==> src/rtl/mult_arbiter_if.sv <==
// Bus between the band-filter controllers, the multiplier arbiter and the shared Mult instance.
// The master modport belongs to the requester/Mult side and the slave modport to the arbiter.
interface mult_arbiter_if #(
  parameter int N_REQ = 4,
  parameter int WIDTH = 16
);
  logic [N_REQ-1:0]       req;
  logic [N_REQ*WIDTH-1:0] a_in;
  logic [N_REQ*WIDTH-1:0] b_in;
  logic [N_REQ-1:0]       gnt;
  logic [WIDTH-1:0]       mult_a;
  logic [WIDTH-1:0]       mult_b;
  logic [WIDTH-1:0]       mult_y;
  logic [WIDTH-1:0]       y_out;
  logic [N_REQ-1:0]       done;
  logic [15:0]            op_count;

  modport slave (
    input  req, a_in, b_in, mult_y,
    output gnt, mult_a, mult_b, y_out, done, op_count
  );

  modport master (
    output req, a_in, b_in, mult_y,
    input  gnt, mult_a, mult_b, y_out, done, op_count
  );
endinterface

==> src/rtl/mult_arbiter.sv <==
// Round-robin arbiter with a two-stage pipeline that time-shares one combinational multiplier.
// Stage 0 picks a requester and registers its operands; stage 1 registers Mult.Y and tags it with the owner.
module mult_arbiter #(
  parameter int N_REQ = 4,
  parameter int WIDTH = 16
) (
  input  logic          clk,
  input  logic          rst,
  mult_arbiter_if.slave bus
);
  localparam int IDX_W = (N_REQ > 1) ? $clog2(N_REQ) : 1;
  localparam logic [IDX_W-1:0] LAST_RST = IDX_W'(N_REQ - 1);

  logic [WIDTH-1:0] a_arr [N_REQ];
  logic [WIDTH-1:0] b_arr [N_REQ];

  genvar gi;
  generate
    for (gi = 0; gi < N_REQ; gi++) begin : g_unpack
      assign a_arr[gi] = bus.a_in[gi*WIDTH +: WIDTH];
      assign b_arr[gi] = bus.b_in[gi*WIDTH +: WIDTH];
    end
  endgenerate

  logic [IDX_W-1:0] last_q, last_d;
  logic [IDX_W-1:0] win_idx;
  logic             win_found;
  logic             s1_valid_q, s1_valid_d;
  logic [IDX_W-1:0] s1_owner_q, s1_owner_d;
  logic [N_REQ-1:0] gnt_q, gnt_d;
  logic [N_REQ-1:0] done_q, done_d;
  logic [WIDTH-1:0] mult_a_q, mult_a_d;
  logic [WIDTH-1:0] mult_b_q, mult_b_d;
  logic [WIDTH-1:0] y_out_q, y_out_d;
  logic [15:0]      op_count_q, op_count_d;

  // Search starts one past the last winner and wraps, so the last winner is checked last.
  always_comb begin : arbitrate
    logic [IDX_W-1:0] cand_idx;
    win_found = 1'b0;
    win_idx   = last_q;
    cand_idx  = '0;
    for (int k = 1; k <= N_REQ; k++) begin
      cand_idx = IDX_W'((int'(last_q) + k) % N_REQ);
      if (!win_found && bus.req[cand_idx]) begin
        win_found = 1'b1;
        win_idx   = cand_idx;
      end
    end
  end

  always_comb begin : next_state
    last_d     = last_q;
    s1_valid_d = win_found;
    s1_owner_d = s1_owner_q;
    gnt_d      = '0;
    mult_a_d   = mult_a_q;
    mult_b_d   = mult_b_q;
    done_d     = '0;
    y_out_d    = y_out_q;
    op_count_d = op_count_q;

    if (win_found) begin
      last_d           = win_idx;
      s1_owner_d       = win_idx;
      gnt_d[win_idx]   = 1'b1;
      mult_a_d         = a_arr[win_idx];
      mult_b_d         = b_arr[win_idx];
    end

    // Mult.Y is settled from the operands registered on the previous edge.
    if (s1_valid_q) begin
      y_out_d              = bus.mult_y;
      done_d[s1_owner_q]   = 1'b1;
      op_count_d           = op_count_q + 16'd1;
    end
  end

  always_ff @(posedge clk) begin
    if (rst) begin
      last_q     <= LAST_RST;
      s1_valid_q <= 1'b0;
      s1_owner_q <= '0;
      gnt_q      <= '0;
      done_q     <= '0;
      mult_a_q   <= '0;
      mult_b_q   <= '0;
      y_out_q    <= '0;
      op_count_q <= '0;
    end else begin
      last_q     <= last_d;
      s1_valid_q <= s1_valid_d;
      s1_owner_q <= s1_owner_d;
      gnt_q      <= gnt_d;
      done_q     <= done_d;
      mult_a_q   <= mult_a_d;
      mult_b_q   <= mult_b_d;
      y_out_q    <= y_out_d;
      op_count_q <= op_count_d;
    end
  end

  assign bus.gnt      = gnt_q;
  assign bus.done     = done_q;
  assign bus.mult_a   = mult_a_q;
  assign bus.mult_b   = mult_b_q;
  assign bus.y_out    = y_out_q;
  assign bus.op_count = op_count_q;
endmodule

==> src/flat_wrapper.sv <==
// flat-port wrapper written by rule: the top's interface ports become plain ports
module mult_arbiter_flat 
#(
  parameter int N_REQ = 4,
  parameter int WIDTH = 16
)
  (clk, rst, bus_req, bus_a_in, bus_b_in, bus_mult_y, bus_gnt, bus_mult_a, bus_mult_b, bus_y_out, bus_done, bus_op_count);
  mult_arbiter_if #(.N_REQ(N_REQ), .WIDTH(WIDTH)) bus_i ();
  input  logic clk;
  input  logic rst;
  input wire logic [$bits(bus_i.req)-1:0] bus_req;
  input wire logic [$bits(bus_i.a_in)-1:0] bus_a_in;
  input wire logic [$bits(bus_i.b_in)-1:0] bus_b_in;
  input wire logic [$bits(bus_i.mult_y)-1:0] bus_mult_y;
  output wire logic [$bits(bus_i.gnt)-1:0] bus_gnt;
  output wire logic [$bits(bus_i.mult_a)-1:0] bus_mult_a;
  output wire logic [$bits(bus_i.mult_b)-1:0] bus_mult_b;
  output wire logic [$bits(bus_i.y_out)-1:0] bus_y_out;
  output wire logic [$bits(bus_i.done)-1:0] bus_done;
  output wire logic [$bits(bus_i.op_count)-1:0] bus_op_count;
  assign bus_i.req = bus_req;
  assign bus_i.a_in = bus_a_in;
  assign bus_i.b_in = bus_b_in;
  assign bus_i.mult_y = bus_mult_y;
  assign bus_gnt = bus_i.gnt;
  assign bus_mult_a = bus_i.mult_a;
  assign bus_mult_b = bus_i.mult_b;
  assign bus_y_out = bus_i.y_out;
  assign bus_done = bus_i.done;
  assign bus_op_count = bus_i.op_count;
  mult_arbiter #(.N_REQ(N_REQ), .WIDTH(WIDTH)) u_core (.clk(clk), .rst(rst), .bus(bus_i));
endmodule
==> config.mk <==
export PLATFORM = sky130hd
export DESIGN_NAME = mult_arbiter_flat
export DESIGN_NICKNAME = d
export VERILOG_FILES = /design/src/rtl/mult_arbiter_if.sv /design/src/rtl/mult_arbiter.sv /design/src/flat_wrapper.sv
export SDC_FILE = /design/constraint.sdc
export NUM_CORES = 1
export LEC_CHECK = 0
export ABC_AREA = 1
export BUFFER_PORTS_ARGS = -buffer_cell sky130_fd_sc_hd__buf_2
export CAP_MARGIN = 0
export CORE_MARGIN = 2
export CORE_UTILIZATION = 40
export CTS_BUF_LIST = sky130_fd_sc_hd__clkbuf_8
export DETAILED_ROUTE_END_ITERATION = 8
export PLACE_DENSITY_LB_ADDON = 0.1
export SETUP_SLACK_MARGIN = 0.5
export SYNTH_ARGS = -nofsm -noshare
export SYNTH_HDL_FRONTEND = slang
export SYNTH_SLANG_ARGS = --single-unit
==> constraint.sdc <==
create_clock -name clk -period 1.8 [get_ports clk]
set_clock_uncertainty 0.05 [all_clocks]
set_input_delay 0.18 -clock clk [delete_from_list [all_inputs] [get_ports clk]]
set_output_delay 0.18 -clock clk [all_outputs]
set_load 0.01 [all_outputs]
* Word-level counts from Yosys, hierarchy flattened
Index checks and enable logic that the tools add are counted.
** Storage, ports and cells
- Register bits after elaboration :: 77
- Output and inout port bits :: 72
- Input bits :: 150
- Logic and storage cells :: 62
** Cells by class
- $add $sub $neg :: 5
- Order comparisons :: 9
- Muxes and demuxes :: 26
- Reductions and logical operators :: 10
- Bitwise gates (word level) :: 3
** Operators by type and width (count)
- binary-select mux 16 bit (select 2 bit) :: 2
- 2-to-1 mux 16 bit :: 4
- less-than comparator 2 x 3 -> 1 bit, second input constant :: 6
- adder 16 x 1 -> 16 bit, second input constant :: 1
- 2-to-1 mux 1 bit :: 10
- binary-select mux 1 bit (select 2 bit) :: 4
- 2-to-1 mux 2 bit :: 4
- logical AND 1 bit :: 5
- adder 2 x 1 -> 2 bit, second input constant :: 2
- adder 2 bit, second input constant :: 2
- demux 1 bit (select 2 bit) :: 2
- greater-or-equal comparator 2 x 1 -> 1 bit, second input constant :: 2
- OR reduction 2 bit :: 2
- greater-or-equal comparator 3 bit, second input constant :: 1
- zero test 1 bit :: 3
- NOT 2 -> 3 bit :: 1
- NOT 1 bit :: 2

* Longest topological paths before layout
Gate-level depths: netlist (run 1).
- Depth in word-level cells :: 17
- Gate-level depth with buffers :: 16
- Mapped depth without buffers :: 14

* Worst setup path after synthesis (run 1)
OpenSTA, ideal clock, no wires.
- Path kind :: register to register
- Start :: register u_core.last_q[0]
- End :: register u_core.mult_b_q[10] (netlist: u_core.bus.mult_b[10])
- Clock period less this slack :: 1.653 ns
- Buffers on the path :: 2
- Cell stages (with the launch flop) :: 17
- Path slack :: 0.147 ns
- Arrival time :: 1.490 ns
- Setup time :: 0.113 ns
- Required time :: 1.637 ns
- Cells stage by stage :: dfxtp_1 buf_6 inv_6 nand2_1 nand2_1 nand2_1 nand2_2 nand2_4 nand2_1 nand2_1 nand2_1 nand2_2 inv_4 buf_6 nand2_1 nand3_1 nand2_1
** Between the ends
- Word-level cells in the longest chain between the ends :: 17
- Elaborated cells on any way between the ends :: 30
- Classes of those cells :: add/sub: 4; mux: 19; bitwise: 1; reduce/logical: 6
** RTL lines
- start, declared :: line mult_arbiter.sv:25 : logic [IDX_W-1:0] last_q, last_d;
- start signal, assigned :: line mult_arbiter.sv:91 : last_q <= last_d;
- adder 2 x 1 -> 2 bit :: line mult_arbiter.sv:44 : cand_idx = IDX_W'((int'(last_q) + k) % N_REQ);
- binary-select mux 1 bit (select 2 bit) :: line mult_arbiter.sv:45 : if (!win_found && bus.req[cand_idx]) begin
- 2-to-1 mux 1 bit (implied by the code) :: line mult_arbiter.sv:45
- 2-to-1 mux 1 bit :: line mult_arbiter.sv:45
- zero test 1 bit :: line mult_arbiter.sv:45
- logical AND 1 bit :: line mult_arbiter.sv:45
- 2-to-1 mux 1 bit :: line mult_arbiter.sv:45
- zero test 1 bit :: line mult_arbiter.sv:45
- logical AND 1 bit :: line mult_arbiter.sv:45
- 2-to-1 mux 1 bit :: line mult_arbiter.sv:45
- zero test 1 bit :: line mult_arbiter.sv:45
- logical AND 1 bit :: line mult_arbiter.sv:45
- 2-to-1 mux 2 bit :: line mult_arbiter.sv:45
- NOT 2 -> 3 bit (implied by the code) :: line mult_arbiter.sv:68 : mult_b_d = b_arr[win_idx];
- binary-select mux 16 bit (select 2 bit) :: line mult_arbiter.sv:68
- 2-to-1 mux 16 bit (implied by the code) (2 in series) :: line mult_arbiter.sv:68
- end signal, assigned :: line mult_arbiter.sv:97 : mult_b_q <= mult_b_d;
- end, declared :: line mult_arbiter.sv:33 : logic [WIDTH-1:0] mult_b_q, mult_b_d;
Several ways; a longest one is shown, not always the timed one. The select of a mux whose other input is x is not followed.
A chain may end at the register's enable or synchronous reset.

* Worst setup path after layout (run 1)
- Start :: register u_core.last_q[0]
- End :: register u_core.mult_a_q[4] (netlist: u_core.bus.mult_a[4])
** Between the ends
- Word-level cells in the longest chain between the ends :: 17
- Elaborated cells on any way between the ends :: 30
- Classes of those cells :: add/sub: 4; mux: 19; bitwise: 1; reduce/logical: 6
** RTL lines
- adder 2 x 1 -> 2 bit :: line mult_arbiter.sv:44
- binary-select mux 1 bit (select 2 bit) :: line mult_arbiter.sv:45
- 2-to-1 mux 1 bit (implied by the code) :: line mult_arbiter.sv:45
- 2-to-1 mux 1 bit :: line mult_arbiter.sv:45
- zero test 1 bit :: line mult_arbiter.sv:45
- logical AND 1 bit :: line mult_arbiter.sv:45
- 2-to-1 mux 1 bit :: line mult_arbiter.sv:45
- zero test 1 bit :: line mult_arbiter.sv:45
- logical AND 1 bit :: line mult_arbiter.sv:45
- 2-to-1 mux 1 bit :: line mult_arbiter.sv:45
- zero test 1 bit :: line mult_arbiter.sv:45
- logical AND 1 bit :: line mult_arbiter.sv:45
- 2-to-1 mux 2 bit :: line mult_arbiter.sv:45
- NOT 2 -> 3 bit (implied by the code) :: line mult_arbiter.sv:67 : mult_a_d = a_arr[win_idx];
- binary-select mux 16 bit (select 2 bit) :: line mult_arbiter.sv:67
- 2-to-1 mux 16 bit (implied by the code) (2 in series) :: line mult_arbiter.sv:67
- end signal, assigned :: line mult_arbiter.sv:96 : mult_a_q <= mult_a_d;
- end, declared :: line mult_arbiter.sv:32 : logic [WIDTH-1:0] mult_a_q, mult_a_d;
Several ways; a longest one is shown, not always the timed one. The select of a mux whose other input is x is not followed.

==> summary.txt, run 1 <==
Hold path
  • Hold wc startpoint: bus_b_in[19]
  • Type of the tightest min-delay check: primary input to flip-flop

Synth
  • Top-area cell type share of the netlist area: 0.344
  • EDFF count, synth: 0
  • Most frequent cell after synthesis: nand3_1
  • Synth top area cells: dfxtp_1 34%, nand3_1 22%, nand2_1 15%
  • Synth cell types: 30
  • Mean Syn Cell Area: 6.34 µm²
  • Predominant post-synthesis flop cell: dfxtp_1
  • Post-synthesis cell count: 707
  • Warnings, synthesis: 0
  • Post-synthesis cell area: 4480 µm²
  • Synth top cells by count: 201 x nand3_1, 177 x nand2_1, 81 x inv_1
  • Number of synthesized register bits: 77
  • Async SR Flop Fraction: 0
  • Sequential share of the synthesized area: 0.344
  • Cell taking the most area after synthesis: dfxtp_1
  • Syn_nets: 858

Route
  • First-pass DRT Iterations: 6
  • Vias/cell: 5.08
  • Initial DRC count: 431
  • DR vias: 5631
  • Routed WL: 16300 µm
  • Detailed-route DRC error count: 0
  • Routed Antenna Nets: 0
  • WL/cell: 14.7 µm

Clocking
  • H-tree depth reported by CTS: 3
  • CTS tree: done
  • Clk sinks: 77
  • CTS max path bufs: 2
  • Root buffer cell: clkbuf_8
  • Num CTS Buffers: 9
  • Clock transition at the registers of the reported paths: 100 ps
  • Clock Latency Late Sink: 370 ps

Floorplanning
  • Ports: 222
  • Std-Cell Rows: 38
  • Die width: 110 µm
  • Die Y: 110 µm
  • Die ar.: 12100 µm²
  • Initial Util: 0.412
  • Core Box Area: 10900 µm²

Final layout
  • Layout cells sized above 1: 0.405
  • Antenna diode count: 0
  • Area growth syn-to-layout: 55.4%
  • Final nets: 1115
  • Finished Core Util: 0.640
  • Design Area, Final: 6960 µm²

Timing
  • Post-Route Setup TNS: 0 ps
  • Max frequency: 0.559 GHz
  • RSZ-0062 raised after global routing: yes
  • Worst slew margin: 0.829
  • Final setup viols: 0
  • Final Hold Fails: 0
  • Slew @ Worst Pin: 255 ps
  • Part of the cycle the worst path needs: 0.994
  • Slew Limit Fails: 0
  • Minimum clock period: 1790 ps

Setup path
  • CP Capture Type: flip-flop
  • Worst EP required: 2010 ps
  • Worst reg2reg startpoint: u_core.last_q[0]
  • Worst Setup Start Kind: flip-flop
  • Crit path from: u_core.last_q[0]
  • CP max FO: 15
  • Worst setup path category: flip-flop to flip-flop
  • Crit path arrival time: 2000 ps

Power and ir drop
  • Clock power share: 0.105
  • VDD IR max: 0.987 mV
  • Logic gate share of total power: 0.699
  • Leakage: 3.84 nW
  • P_int: 6.67 mW
  • Power density over the cells: 1810 nW/µm²
  • Sw power: 5.92 mW
  • Register share of total power: 0.196
  • Sw frac: 0.470

Status
  • Status: completed

Global route
  • GRT Resource Usage Total: 0.244
  • Vias in the first global route: 5071
  • Largest net degree at the start of global routing: 38
  • Initial antenna violation count: 0
  • Gr ovfl total: 0
  • First-pass GRT wire length: 23300 µm

Placement
  • Buffers added on ports: 221
  • Final GP Congestion: 0.891
  • Hpwl dp: 10600 µm
  • Placed cell areas: 5860 µm²

Flow run
  • Max-Cap Viols: 0
stage by stage:
stage,std cells,worst slack (ps),power [mW],hold slack [ps]
detailed placement,1044,-31.9,9.55,362
finish,1109,10.2,12.6,109
global placement,1044,43.1,9.40,352
floorplan,707,164,7.60,265
global route,1109,-97.1,13.6,91.0
CTS,1095,46.9,12.0,69.8
flip-flops by register name (all words and copies together), names as in the netlist, 2 cells and up:
name / flops
u_core.bus.mult_a: 16
u_core.bus.gnt: 4
u_core.bus.done: 4
u_core.bus.mult_b: 16
u_core.bus.y_out: 16
u_core.s1_owner_q: 2
u_core.last_q: 2
u_core.bus.op_count: 16
layout make-up:
type	count	area (µm²)
Clock inverter	7	73.8
Sequential cell	77	1580
Inverter	87	357
Timing Repair Buffer	292	2020
Tap cell	140	175
Fill cell	1002	3920
Multi-Input combinational cell	497	2630
Clock buffer	9	124
worst paths after layout:
kind	endpoint	slack [ps]	depth (start not counted)
min reg2reg	u_core.bus.mult_b[13]	400	2
max	u_core.bus.mult_a[4]	10	13
min	u_core.bus.mult_b[3]	110	5
max reg2reg	u_core.bus.mult_a[4]	10	13
power groups by stage:
stage	registers (mW)	logic (mW)	clock network, mW
floorplan	2.63	4.97	0
global placement	2.47	6.94	0
detailed placement	2.48	7.07	0
CTS	2.45	8.14	1.38
global route	2.51	9.65	1.45
finish	2.46	8.80	1.33
what timing repair did:
action                     CTS  global route
cloned                       3             4
hold buffers                16             0
gates resized for setup     41            64
setup buffers               16            10
setup endpoints to repair   64            53
pin swaps                   10            18
hold endpoints to repair    16             0
critical path, stage by stage, from the launching register on:
cell       delay (ps)
dfxtp_4           400
inv_8             100
nand2_2            60
nand2_2            90
nand2_2            60
nand2_2            80
nand2_4            90
nand2_4            90
nand2_4            80
bufbuf_16         290
nand3_1            70
nand3_1            80
nand3_1            90
nand2_1            50
cell usage in the layout, fill, tap and decap left out, types with 15 or more instances in the layout:
cell	count
buf_12	15
buf_2	220
buf_4	25
dfxtp_1	65
dlygate4sd3_1	16
inv_1	78
nand2_1	145
nand2_2	24
nand2_4	16
nand3_1	188
nor2_1	39
o21ai_0	19
cell families after synthesis:
kind of cell | after synthesis | share of synthesized area
flip-flops | 77 | 0.344
AO/OA/AOI/OAI | 41 | 0.0475
adder cells (fa/ha/maj) | 1 | 0.00279
buffers and inverters | 133 | 0.146
AND/OR/NAND/NOR | 455 | 0.460
layer usage:
layer  wire length [µm]  up-vias  share of wire  track usage
met5                  0        -              0            0
met4                246        0          0.015       0.0805
met3               1240       21          0.076       0.0486
met2               8290      223           0.51        0.448
met1               6510     2587           0.40        0.282
li1                   -     2800              -            -
Power figures use the tool's default switching activity.
==> run 2, diff against run 1 <==
==> constraint.sdc (replaced) <==
create_clock -name clk -period 1.6 [get_ports clk]
set_clock_uncertainty 0.05 [all_clocks]
set_input_delay 0.16 -clock clk [delete_from_list [all_inputs] [get_ports clk]]
set_output_delay 0.16 -clock clk [all_outputs]
set_load 0.01 [all_outputs]
==> run 2 against run 1 <==
Net effect:
- the run now ends with setup timing left
- non-clock buffer count rose by 17
- sequential power is 13% higher
- final area increased by 5.0%
- clock power up 13%
- critical endpoint is now u_core.bus.mult_b[3]
- critical path type unchanged
- cell count is 1.5% higher
- sequential cell count is the same
- utilization is 3.2 points higher
==> summary.txt, run 2 (synthesis results as in run 1) <==
Global route
  • GRT Resource Usage Total: 0.253 (+0.00856)
  • Vias in the first global route: 5323 (+5.0%)
  • Gr ovfl total: 0 (unchanged)
  • Initial antenna violation count: 0 (unchanged)
  • Largest net degree at the start of global routing: 34 (-11%)
  • First-pass GRT wire length: 24300 µm (+4.5%)

Clocking
  • CTS max path bufs: 2 (unchanged)
  • Num CTS Buffers: 9 (unchanged)
  • Root buffer cell: clkbuf_8
  • Clock transition at the registers of the reported paths: 80 ps (-20 ps)
  • Clk sinks: 77 (unchanged)
  • Clock Latency Late Sink: 360 ps (about the same)
  • CTS tree: done
  • H-tree depth reported by CTS: 3 (unchanged)

Power and ir drop
  • VDD IR max: 1.21 mV (+22%)
  • Power density over the cells: 1880 nW/µm² (+3.8%)
  • Final Power: 13.7 mW (+9.0%)
  • Leakage: 3.94 nW (+2.4%)

Timing
  • Slew @ Worst Pin: 253 ps (-1.27 ps)
  • RSZ-0062 raised after global routing: yes
  • Final setup viols: 39 (+39)
  • Part of the cycle the worst path needs: 1.16 (+0.163)
  • Max frequency: 0.540 GHz (-3.3%)
  • Minimum clock period: 1850 ps (+62.0 ps)
  • Final Worst Setup Slack: -252 ps (-262 ps)
  • Post-Route Setup TNS: -8580 ps (-8580 ps)
  • Final hold slack: 61.4 ps (-47.5 ps)
  • Slew Limit Fails: 0 (unchanged)
  • Worst slew margin: 0.831 (+0.00212)
  • Final Hold Fails: 0 (unchanged)

Final layout
  • Antenna diode count: 0 (unchanged)
  • Most common cell after layout, fill and taps aside: buf_2
  • Fillers: 947 (-5.5%)
  • Commonest non-fill, non-tap cells in the layout: 209 x buf_2, 190 x nand3_1, 148 x nand2_1, 79 x inv_1, 54 x dfxtp_1
  • Final nets: 1132 (+1.5%)
  • Area growth syn-to-layout: 63.2%
  • Cell Count, Final, Fillers Out: 1126 (+1.5%)
  • Layout cells sized above 1: 0.447 (+0.0427)
  • Register area: 1600 µm² (+1.2%)
  • Multi-input logic area: 2780 µm² (+5.6%)

Hold path
  • Hold depth: 3 (-2)
  • Type of the tightest min-delay check: primary input to flip-flop

Route
  • Routed Antenna Nets: 0 (unchanged)
  • DR vias: 5816 (+3.3%)
  • First-pass DRT Iterations: 5 (-1)
  • Initial DRC count: 377 (-13%)
  • Routed WL: 17100 µm (+5.0%)
  • Vias/cell: 5.17 (+1.7%)
  • Detailed-route DRC error count: 0 (unchanged)
  • WL/cell: 15.2 µm (+3.4%)

Setup path
  • Crit path arrival time: 2050 ps (+50 ps)
  • Worst EP required: 1800 ps (-210 ps)
  • CP max FO: 15 (unchanged)
  • Worst setup path category: flip-flop to flip-flop
  • R2R depth: 14 (+1)
  • Worst reg2reg setup slack: -250 ps (-260 ps)
  • Worst Setup Start Kind: flip-flop
  • CP Capture Type: flip-flop

Floorplanning
  • Core Box Area: 10900 µm² (unchanged)
  • Std-Cell Rows: 38 (unchanged)
  • Die width: 110 µm (unchanged)
  • Die ar.: 12100 µm² (unchanged)
  • Ports: 222 (unchanged)
  • Initial Util: 0.412 (unchanged)
  • Die Y: 110 µm (unchanged)

Flow run
  • Max-Cap Viols: 0 (unchanged)

Status
  • Status: finished, violations left
  • Violated checks: setup timing

Placement
  • Hpwl dp: 10900 µm (+3.1%)
  • Buffers added on ports: 221 (unchanged)
  • Placed Instances: 1062 (+1.7%)
  • Final GP Congestion: 0.925 (+3.8%)
## run 2: cell count changes in the layout (fill, tap and decap cells not counted), moves of 10 or more
cell / before / now
dfxtp_1: 65 / 54
buf_6: 10 / 31
buf_4: 25 / 35
buf_2: 220 / 209
nor2_4: 6 / 22
nor2_1: 39 / 22
## run 2: power by group
group          switching, mW  internal, mW  leakage [nW]
logic                   5.35          4.09          3.19
registers              0.321          2.47         0.648
clock network          0.783         0.713        0.0941
total                   6.45          7.27          3.94
## run 2: timing repair
action / in CTS / in global routing
endpoints found under the hold margin: 15 / 0
pin swaps: 30 / 38
hold buffers: 15 / 0
buffers inserted: 1 / 26
resized for setup: 56 / 120
gates cloned: 1 / 5
setup endpoints to repair: 79 / 90
## run 2: final timing paths
path / start / end
setup reg to reg: u_core.last_q[0] / u_core.bus.mult_b[3]
setup / recovery: u_core.last_q[0] / u_core.bus.mult_b[3]
hold / removal: bus_mult_y[14] / u_core.bus.y_out[14]
hold reg to reg: u_core.bus.mult_a[10] / u_core.bus.mult_a[10]
## run 2: metal layers
layer / global-route usage / wire (µm) / vias to the layer above
met4: 0.101 / 584 / 0
met5: 0 / 0 / -
met1: 0.303 / 6850 / 2705
met3: 0.0545 / 1140 / 54
met2: 0.437 / 8520 / 236
li1: - / - / 2821
## run 2: worst max-delay path, cell delays in order (launching register included)
cell and delay [ps]:
dfxtp_4 440, nand2_1 120, nand2_4 100, nand2_2 60
nand2_2 90, nand2_4 90, nand2_2 90, nand2_2 50
nand2_2 100, nand2_8 110, inv_8 110, buf_12 140
nand2_1 60, nand3_1 80, nand2_1 40
## run 2: area by class of cell
type | instances | area share
clock inverters | 7 | 0.00941
multi-input cells | 497 | 0.379
clock buffers | 9 | 0.0169
flip-flops and latches | 77 | 0.219
inverters | 87 | 0.0494
repair buffers | 309 | 0.302
well taps | 140 | 0.0240
## run 2: metrics by stage
step | instance area, µm² | utilization | worst slack [ps]
2_1_floorplan | 4600 | - | -35.6
3_3_place_gp | 5990 | 0.551 | -163
3_5_place_dp | 5990 | 0.551 | -230
4_1_cts | 6550 | 0.601 | -189
5_1_grt | 7310 | 0.672 | -350
6_report | 7310 | 0.672 | -252
==> run 3, diff against run 2 <==
--- a/config.mk
+++ b/config.mk
@@ -5,7 +5,7 @@
 export SDC_FILE = /design/constraint.sdc
 export NUM_CORES = 1
 export LEC_CHECK = 0
-export ABC_AREA = 1
+export ABC_AREA = 0
 export BUFFER_PORTS_ARGS = -buffer_cell sky130_fd_sc_hd__buf_2
 export CAP_MARGIN = 0
 export CORE_MARGIN = 2
==> run 3 against run 2 <==
Net effect:
- the run ends with hold timing, setup timing left
- via count decreased by 21%
- count of clock-buffer cells in the layout increased by 1
- combinational power decreased by 80%
- non-clock buffer count unchanged
- global-route usage increased by 1.6 points
- critical path depth decreased by 7
- die area decreased by 15%
- synthesized cell count decreased by 42%
- utilization increased by 4.7 points
==> summary.txt, run 3 <==
Synth
  • Top-area cell type share of the netlist area: 0.405 (+0.0611)
  • Xor and xnor area share after synthesis: 0.0276 (+0.0276)
  • Synth cell types: 40 (+33%)
  • Post-synthesis cell count: 408 (-42%)
  • Post-synthesis cell area: 3810 µm² (-15%)
  • Warnings, synthesis: 0 (unchanged)
  • Post-synthesis simple-gate area fraction: 0.163 (-0.296)
  • EDFF count, synth: 0 (unchanged)
  • Cell taking the most area after synthesis: dfxtp_1
  • Compound-Gate Fraction of Synth Area: 0.213 (+0.165)
  • Syn_nets: 559 (-35%)
  • Number of synthesized register bits: 77 (unchanged)
  • Synth Area in Adders: 0.00329 (+0.000496)
  • Predominant post-synthesis flop cell: dfxtp_1
  • Sequential share of the synthesized area: 0.405 (+0.0611)
  • Synth top area cells: dfxtp_1 40%, a221o_1 8.4%, mux2_1 7.7%
  • Synth top cells by count: 77 x dfxtp_1, 41 x nor2_1, 37 x nand4_1
  • Most frequent cell after synthesis: dfxtp_1
  • Mean Syn Cell Area: 9.33 µm² (+47%)
  • Multiplexer area fraction after synthesis: 0.139 (+0.139)
  • Largest family of logic cells by synthesized area: compound AO/OA/AOI/OAI gates
  • Async SR Flop Fraction: 0 (unchanged)

Hold path
  • Hold wc startpoint: bus_mult_y[0]
  • Type of the tightest min-delay check: primary input to flip-flop

Timing
  • Slew @ Worst Pin: 419 ps (+165 ps)
  • Final setup viols: 34 (-13%)
  • Slew Limit Fails: 0 (unchanged)
  • Final Hold Fails: 2 (+2)
  • Part of the cycle the worst path needs: 1.20 (+0.0378)
  • Post-Route Setup TNS: -8910 ps (-324 ps)
  • Final Worst Setup Slack: -312 ps (-60.5 ps)
  • RSZ-0062 raised after global routing: yes
  • Final hold slack: -7.78 ps (-69.2 ps)
  • Max frequency: 0.523 GHz (-3.2%)
  • Minimum clock period: 1910 ps (+60.5 ps)
  • Worst slew margin: 0.721 (-0.110)

Status
  • Violated checks: hold timing, setup timing
  • Status: finished, violations left

Global route
  • Gr ovfl total: 0 (unchanged)
  • First-pass GRT wire length: 21800 µm (-10%)
  • GRT Resource Usage Total: 0.269 (+0.0155)
  • Largest net degree at the start of global routing: 38 (+12%)
  • Vias in the first global route: 4422 (-17%)
  • Initial antenna violation count: 0 (unchanged)

Power and ir drop
  • Clock power share: 0.281 (+0.172)
  • Final Power: 5.69 mW (-59%)
  • Leakage: 3.25 nW (-17%)
  • P_int: 3.90 mW (-46%)
  • Logic gate share of total power: 0.331 (-0.357)
  • Power density over the cells: 856 nW/µm² (-54%)
  • Register share of total power: 0.389 (+0.186)
  • Sw power: 1.79 mW (-72%)
  • Sw frac: 0.314 (-0.156)
  • VDD IR max: 0.456 mV (-62%)

Route
  • Routed WL: 15600 µm (-8.9%)
  • First-pass DRT Iterations: 4 (-1)
  • Detailed-route DRC error count: 0 (unchanged)
  • WL/cell: 18.9 µm (+25%)
  • Initial DRC count: 226 (-40%)
  • Vias/cell: 5.58 (+7.9%)
  • Routed Antenna Nets: 0 (unchanged)
  • DR vias: 4583 (-21%)

Setup path
  • R2R depth: 7 (-7)
  • Worst EP required: 1810 ps (about the same)
  • Crit path arrival time: 2120 ps (+70 ps)
  • Max stage delay on crit path: 380 ps (-60 ps)
  • Critical R2R Capture: u_core.bus.mult_a[15]
  • Crit path from: u_core.last_q[0]
  • CP Capture Type: flip-flop
  • CP Capture Point: u_core.bus.mult_a[15]
  • Worst setup path category: flip-flop to flip-flop
  • Worst reg2reg setup slack: -310 ps (-60 ps)
  • CP max FO: 6 (-9)
  • Buf/Inv on CP: 2 (unchanged)
  • Crit path max-delay family: compound AO/OA/AOI/OAI gates
  • CP max stage cell: dfxtp_4
  • Worst path depth: 7 (-7)
  • CP Cell Sequence: nor2b_4 -> o21a_1 -> nor3_4 -> buf_6 -> buf_12 -> mux2_4 -> a221o_1
  • Worst reg2reg startpoint: u_core.last_q[0]
  • Worst Setup Start Kind: flip-flop

Floorplanning
  • Die Y: 102 µm (-7.6%)
  • Die width: 102 µm (-7.6%)
  • Std-Cell Rows: 35 (-7.9%)
  • Core Box Area: 9240 µm² (-15%)
  • Ports: 222 (unchanged)
  • Die ar.: 10300 µm² (-15%)
  • Initial Util: 0.412 (about the same)

Placement
  • Final GP Congestion: 0.881 (-4.7%)
  • Pre-CTS setup slack: -360 ps (-130 ps)
  • Placed cell areas: 5410 µm² (-9.7%)
  • Buffers added on ports: 221 (unchanged)
  • Hpwl dp: 8960 µm (-18%)

Clocking
  • Clock Latency Late Sink: 360 ps (about the same)
  • Num CTS Buffers: 9 (unchanged)
  • CTS max path bufs: 2 (unchanged)
  • Root buffer cell: clkbuf_8
  • Clock transition at the registers of the reported paths: 100 ps (+20 ps)
  • Clk sinks: 77 (unchanged)
  • H-tree depth reported by CTS: 3 (unchanged)
  • CTS tree: done

Final layout
  • Design Area, Final: 6640 µm² (-9.2%)
  • Area growth syn-to-layout: 74.5%
  • Antenna diode count: 0 (unchanged)
  • Most common cell after layout, fill and taps aside: buf_2
  • Final nets: 839 (-26%)
  • Layout cells sized above 1: 0.589 (+0.141)
  • Fillers: 679 (-28%)
  • Commonest non-fill, non-tap cells in the layout: 211 x buf_2, 54 x dfxtp_1, 40 x buf_6, 37 x nand4_1, 36 x nor2_1

Flow run
  • Max-Cap Viols: 0 (unchanged)
run 3: cell count changes after synthesis, sizes merged, moves of 17 or more:
| cell | previous run | this run |
|---|---|---|
| o31ai | 0 | 32 |
| nand2 | 185 | 9 |
| nand4 | 3 | 37 |
| o21ai | 26 | 4 |
| a21oi | 12 | 36 |
| nand3 | 204 | 5 |
| clkbuf | 9 | 28 |
| a221o | 0 | 32 |
| mux2 | 0 | 32 |
| inv | 86 | 2 |
| buf | 37 | 12 |
| mux2i | 0 | 17 |
run 3: repair_timing:
item | in CTS | in global routing
hold endpoints to repair | 11 | 0
pin swaps | 22 | 22
setup buffers | 19 | 17
cloned | 6 | 2
gates resized for setup | 73 | 47
hold buffers | 11 | 0
endpoints found under the setup margin | 83 | 94
run 3: layer usage:
layer	share of wire	wire, µm	up-vias	track usage
li1	-	-	2124	-
met1	0.40	6200	2177	0.338
met2	0.50	7840	247	0.447
met3	0.075	1160	35	0.0559
met4	0.023	360	0	0.109
met5	0	0	-	0
run 3: how the worst min path moves through the flow:
stage	end	slack [ps]	cells after the start
after floorplan	u_core.bus.y_out[0]	260	2
after global placement	u_core.bus.y_out[9]	350	3
after detailed placement	u_core.bus.y_out[9]	360	3
after CTS	u_core.bus.y_out[4]	0.8	3
after global routing	u_core.bus.y_out[0]	30	3
final	u_core.bus.y_out[0]	-8	3
run 3: power groups by stage:
stage / sequential [mW] / clock [mW] / combinational [mW]
after CTS: 2.20 / 1.57 / 1.77
after global routing: 2.23 / 1.68 / 2.00
after floorplan: 2.32 / 0 / 0.774
final: 2.21 / 1.60 / 1.88
after detailed placement: 2.24 / 0 / 1.49
after global placement: 2.24 / 0 / 1.46
run 3: cell type report:
class | count | area [µm²] | share of cell area
inverter | 2 | 7.51 | 0.00113
clock buffer | 10 | 138 | 0.0207
clock inverter | 6 | 68.8 | 0.0104
tap | 129 | 161 | 0.0243
sequential | 77 | 1600 | 0.241
multi-input combinational | 289 | 2410 | 0.363
timing repair buffer | 309 | 2250 | 0.339
run 3: cells by family (layout without fill, tap and decap cells):
| group | after synthesis | in the layout |
|---|---|---|
| AO/OA/AOI/OAI | 110 | 110 |
| XOR/XNOR | 12 | 12 |
| adder cells (fa/ha/maj) | 1 | 1 |
| buffers and inverters | 42 | 327 |
| flip-flops | 77 | 77 |
| multiplexers | 49 | 49 |
| AND/OR/NAND/NOR | 117 | 117 |
run 3: per-stage QoR:
| step | std cells | util |
|---|---|---|
| 2_1_floorplan | 408 | - |
| 3_3_place_gp | 751 | 0.586 |
| 3_5_place_dp | 751 | 0.586 |
| 4_1_cts | 803 | 0.684 |
| 5_1_grt | 822 | 0.719 |
| 6_report | 822 | 0.719 |
run 3: tightest hold or removal path, delay by kind of cell:
| kind | cells | cell delay (ps) |
|---|---|---|
| buf+inv | 1 | 70 |
| mux | 1 | 50 |
| simple gates | 1 | 80 |
